$ cat src/rtl/hazard_ctrl.sv
// Pipeline hazard scheduler: load-use interlock, taken-branch squash window and data-memory freeze.
// Optional perf counters (stall_cnt/flush_cnt) are built when HAZARD_PERF_CNT_EN is defined.
module hazard_ctrl #(
  parameter int unsigned BR_PENALTY = 2,
  parameter int unsigned CNT_W      = 32
) (
  input  logic       clk,
  input  logic       rst,
  input  logic [4:0] id_rs1,
  input  logic [4:0] id_rs2,
  input  logic       id_rs1_used,
  input  logic       id_rs2_used,
  input  logic [4:0] ex_rd,
  input  logic       ex_mem_read,
  input  logic       ex_br_taken,
  input  logic       dmem_busy,
  output logic       pc_stall,
  output logic       if_id_stall,
  output logic       if_id_flush,
  output logic       id_ex_flush,
  output logic       ex_mem_stall
`ifdef HAZARD_PERF_CNT_EN
  ,
  output logic [CNT_W-1:0] stall_cnt,
  output logic [CNT_W-1:0] flush_cnt
`endif
);

  localparam int unsigned FL_W = $clog2(BR_PENALTY) + 1;
  localparam logic [FL_W-1:0] FL_RELOAD = FL_W'(BR_PENALTY - 1);

  if (BR_PENALTY < 1 || CNT_W < 1) begin : g_param_check
    $error("hazard_ctrl: BR_PENALTY and CNT_W must both be >= 1");
  end

  typedef enum logic [1:0] {
    S_RUN   = 2'd0,
    S_FLUSH = 2'd1,
    S_MEMW  = 2'd2
  } state_t;

  state_t          r_state;
  state_t          w_state_nxt;
  logic [FL_W-1:0] r_flush_left;
  logic [FL_W-1:0] w_flush_left_nxt;
  logic            w_lu;
  logic            w_window;

  assign w_lu = ex_mem_read && (ex_rd != 5'd0) &&
                ((id_rs1_used && (id_rs1 == ex_rd)) ||
                 (id_rs2_used && (id_rs2 == ex_rd)));

  // A remaining window is honoured both in S_FLUSH and when leaving S_MEMW.
  assign w_window = (r_state != S_RUN) && (r_flush_left != '0);

  // NOTE: sequential state uses non-blocking assignments so every register
  // samples the pre-edge values, independent of block ordering.
  always_ff @(posedge clk) begin
    if (!rst) begin
      r_state      <= S_RUN;
      r_flush_left <= '0;
    end else begin
      r_state      <= w_state_nxt;
      r_flush_left <= w_flush_left_nxt;
    end
  end

  // NOTE: every output of this block is given a default first, so no path
  // leaves a signal unassigned and no latch is inferred.
  always_comb begin
    w_state_nxt      = r_state;
    w_flush_left_nxt = r_flush_left;
    pc_stall         = 1'b0;
    if_id_stall      = 1'b0;
    if_id_flush      = 1'b0;
    id_ex_flush      = 1'b0;
    ex_mem_stall     = 1'b0;

    if (!rst) begin
      w_state_nxt      = S_RUN;
      w_flush_left_nxt = '0;
    end else if (dmem_busy) begin
      // EX is frozen, so branch and load-use are re-evaluated after the wait.
      pc_stall     = 1'b1;
      if_id_stall  = 1'b1;
      ex_mem_stall = 1'b1;
      w_state_nxt  = S_MEMW;
    end else if (ex_br_taken) begin
      if_id_flush      = 1'b1;
      id_ex_flush      = 1'b1;
      w_flush_left_nxt = FL_RELOAD;
      w_state_nxt      = (BR_PENALTY > 1) ? S_FLUSH : S_RUN;
    end else if (w_window) begin
      if_id_flush      = 1'b1;
      w_flush_left_nxt = r_flush_left - 1'b1;
      w_state_nxt      = (r_flush_left == FL_W'(1)) ? S_RUN : S_FLUSH;
    end else begin
      w_state_nxt = S_RUN;
      if (w_lu) begin
        pc_stall    = 1'b1;
        if_id_stall = 1'b1;
        id_ex_flush = 1'b1;
      end
    end
  end

`ifdef HAZARD_PERF_CNT_EN
  logic [CNT_W-1:0] r_stall_cnt;
  logic [CNT_W-1:0] r_flush_cnt;

  always_ff @(posedge clk) begin
    if (!rst) begin
      r_stall_cnt <= '0;
      r_flush_cnt <= '0;
    end else begin
      if (pc_stall && (r_stall_cnt != '1)) r_stall_cnt <= r_stall_cnt + 1'b1;
      if (if_id_flush && (r_flush_cnt != '1)) r_flush_cnt <= r_flush_cnt + 1'b1;
    end
  end

  assign stall_cnt = r_stall_cnt;
  assign flush_cnt = r_flush_cnt;
`endif

endmodule

$ cat config.mk
export PLATFORM = sky130hd
export DESIGN_NAME = hazard_ctrl
export DESIGN_NICKNAME = d
export VERILOG_FILES = /design/src/rtl/hazard_ctrl.sv
export SDC_FILE = /design/constraint.sdc
export NUM_CORES = 1
export LEC_CHECK = 0
export CORE_AREA = 3 3 40 42
export DETAILED_ROUTE_END_ITERATION = 16
export DIE_AREA = 0 0 43 45
export PLACE_DENSITY_LB_ADDON = 0.12
export SYNTH_ARGS = -nofsm -noshare
export SYNTH_HDL_FRONTEND = slang
export SYNTH_SLANG_ARGS = --single-unit
$ cat constraint.sdc
create_clock -name clk -period 1.9 [get_ports clk]
set_input_delay 0.38 -clock clk [delete_from_list [all_inputs] [get_ports clk]]
set_output_delay 0.38 -clock clk [all_outputs]
set_load 0.05 [all_outputs]
==> flow_metrics.env <==
export IMPL_slowest_stage="nor4_2"
export IMPL_clock_sinks=4
export IMPL_drt_first_pass_iters=4
export IMPL_finalMaxSlewViolations=0
export IMPL_drv_cap=0
export IMPL_clk_path_buf_depth=2
export IMPL_report_final_hold_viol_count=0
export IMPL_track_usage_pct=13.5
export IMPL_report_final_setup_viol=2
export IMPL_slowest_delay_ns=0.30
export IMPL_via_per_inst=4.87
export IMPL_ys_seq_elements=4
export IMPL_ys_seq_area_share_pct=20.9
export IMPL_status="complete, but fails checks"
export IMPL_synthArstFlopShare_pct=0
export IMPL_drc_errors=0
export IMPL_avgSynthCellArea_sq_um=8.32
export IMPL_reg2reg_slack_ns=0.49
export IMPL_routabilityCongestion=0.785
export IMPL_totalWireLength_um=1230
export IMPL_num_antenna_cells=0
export IMPL_die_area_sq_um=1940
export IMPL_tritoncts="yes"
export IMPL_slew_headroom_pct=79.1
export IMPL_max_freq_mhz=522
export IMPL_grt_pass1_wl_um=1930
export IMPL_synth_ff_type="dfxtp_1"
export IMPL_fin_ws_ns=-0.0155
export IMPL_cts_buffers=3
export IMPL_yosys_warnings=0
export IMPL_synth_nets=70
export IMPL_wl_per_cell_um=12.9
export IMPL_design_core_area_sq_um=1280
export IMPL_synthTopCellsByArea="dfxtp_1, xor2_1, ha_1"
export IMPL_arrival_ns=1.54
export IMPL_ys_types=24
export IMPL_finalCritPeriodShare_pct=101
export IMPL_violations="negative setup slack"
export IMPL_synth_edf_count=0
export IMPL_cts_max_level=1
export IMPL_cts_root_buffer="clkbuf_4"
export IMPL_grt_antenna_before_repair=0
export IMPL_synth_top_cell_by_area="dfxtp_1"
export IMPL_clk_pin_slew_ns=0.04
export IMPL_crit_path_end_kind="output pin"
export IMPL_initial_utilization_pct=29.8
export IMPL_p_leak_uw=0.000348
export IMPL_drive_above_1_share_pct=46.3
export IMPL_ant_nets=0
export IMPL_ioPinCount=27
export IMPL_portBuffers=26
export IMPL_vias=463
export IMPL_finalSetupTns_ns=-0.0302
export IMPL_dp_hpwl_um=952
export IMPL_post_route_util_pct=62.4
export IMPL_area_growth_pct=109
export IMPL_synthesis_area_sq_um=383
export IMPL_fill_cells=123
export IMPL_peakVddDrop_mv=0.344
export IMPL_crit_chain="buf_6 -> xor2_2 -> nor4_2 -> a32oi_2 -> o21bai_4 -> buf_12"
export IMPL_start_kind="input port"
export IMPL_worst_slew_pin_slew_ns=0.314
export IMPL_min_period_ns=1.92
export IMPL_netlist_instances=46
export IMPL_dp_slack_ns=-0.419
export IMPL_grt_max_degree=6
export IMPL_die_w_um=43
export IMPL_synth_top_area_share_pct=20.9
export IMPL_finalPower_uw=355
export IMPL_grt_overflow=0
export IMPL_rows=13
export IMPL_fin_skew_ns=0.00343
export IMPL_rsz0062_at_grt="true"
export IMPL_fin_nets=106
export IMPL_clk_latency_ns=0.23
export IMPL_hold_path_class="reg2reg"
export IMPL_worstSetupPathType="in2out"
export IMPL_cp_max_fo=2
export IMPL_grt_pass1_vias=486
export IMPL_drtIter0Drc=12
export IMPL_worstPathRequired_ns=1.52
export IMPL_fp_dieH_um=45
export IMPL_powerDensity_nw_per_um2=443
metal layers:
| metal | wire length (um) | vias to the layer above | part of all wire (%) | GRT usage (%) |
|---|---|---|---|---|
| met5 | 0 | - | 0 | 0 |
| met4 | 12 | 0 | 0.98 | 9.04 |
| met3 | 66 | 2 | 5.4 | 1.20 |
| met2 | 634 | 18 | 52 | 24.0 |
| met1 | 517 | 214 | 42 | 15.4 |
| li1 | - | 229 | - | - |
cells in the mapped netlist (2+ instances only):
master and n:
dfxtp_1 4, nor2_1 2, or4_1 2, nand4_1 2, nand2_1 2, ha_1 2
o21bai_1 2, xnor2_1 2, inv_1 3, xor2_1 8, and2_1 3, nor2b_1 2
per-stage QoR:
stage	instance area (sq um)	hold WS, ns	cells
after floorplan	398	0.448	46
after global placement	757	0.459	91
after detailed placement	757	0.475	91
after CTS	785	0.477	94
after global routing	802	0.505	95
final	802	0.469	95
cell families (layout without fill, tap and decap cells):
kind of cell,after synthesis,count (layout),synth area share (%)
DFF,4,4,20.9
adders and majority gates,2,2,6.53
xor gates and xnor gates,10,10,22.9
AOI/OAI and AO/OA,8,8,15.4
and+or+nand+nor,18,18,29.4
buffers and inverters,4,38,4.90
where the power goes:
group	internal, uW	total (uW)	leakage (uW)	switching, uW
Clock	70.8	107	0.0000138	36.4
Combinational	85.5	156	0.000301	70.4
Sequential	88.9	92.1	0.0000332	3.12
Total	245	355	0.000348	110
worst max-delay path: cells and delay by family:
family	cells	cell delay [ns]
buf+inv	2	0.25
xor+xnor	1	0.16
simple gates	1	0.30
compound gates	2	0.43
worst paths after layout:
path,startpoint,to,depth (start not counted)
min,r_flush_left[1]$_SDFFE_PN0P_,r_flush_left[1]$_SDFFE_PN0P_,2
min reg2reg,r_flush_left[1]$_SDFFE_PN0P_,r_flush_left[1]$_SDFFE_PN0P_,2
max reg2reg,r_flush_left[0]$_SDFFE_PN0P_,r_flush_left[0]$_SDFFE_PN0P_,5
max,id_rs1[1],if_id_stall,6
layout make-up:
| cell class | count | area (sq um) | area share, % |
|---|---|---|---|
| timing repair buffer | 32 | 314 | 39.2 |
| inverter | 3 | 11.3 | 1.40 |
| tap | 15 | 18.8 | 2.34 |
| sequential | 4 | 81.3 | 10.1 |
| multi-input combinational | 38 | 354 | 44.1 |
| clock buffer | 3 | 22.5 | 2.81 |
registers in the layout, summed over array words and instances, names as in the netlist:
name,flops
r_flush_left,2
r_state,2
cell usage in the layout (no fill, tap or decap), types with 2 or more instances in the layout:
cell and n:
or4_1 2, nor2_1 2, clkdlybuf4s50_1 5, buf_12 5, dlygate4sd2_1 4, clkbuf_4 3, o21bai_4 2, nand2_1 2
xnor2_1 2, xor2_1 6, nand4_1 2, nor4_2 2, inv_1 3, nor2b_4 2, buf_2 8, xor2_2 2
ha_1 2, buf_6 2, buf_4 6, and2_1 3, dfxtp_1 3
repair_timing:
action,4_1_cts,5_1_grt
gates resized for setup,59,3
pin swaps,13,2
buffers inserted,0,1
endpoints found under the setup margin,4,4
hold buffers,0,0
Power figures use the tool's default switching activity.
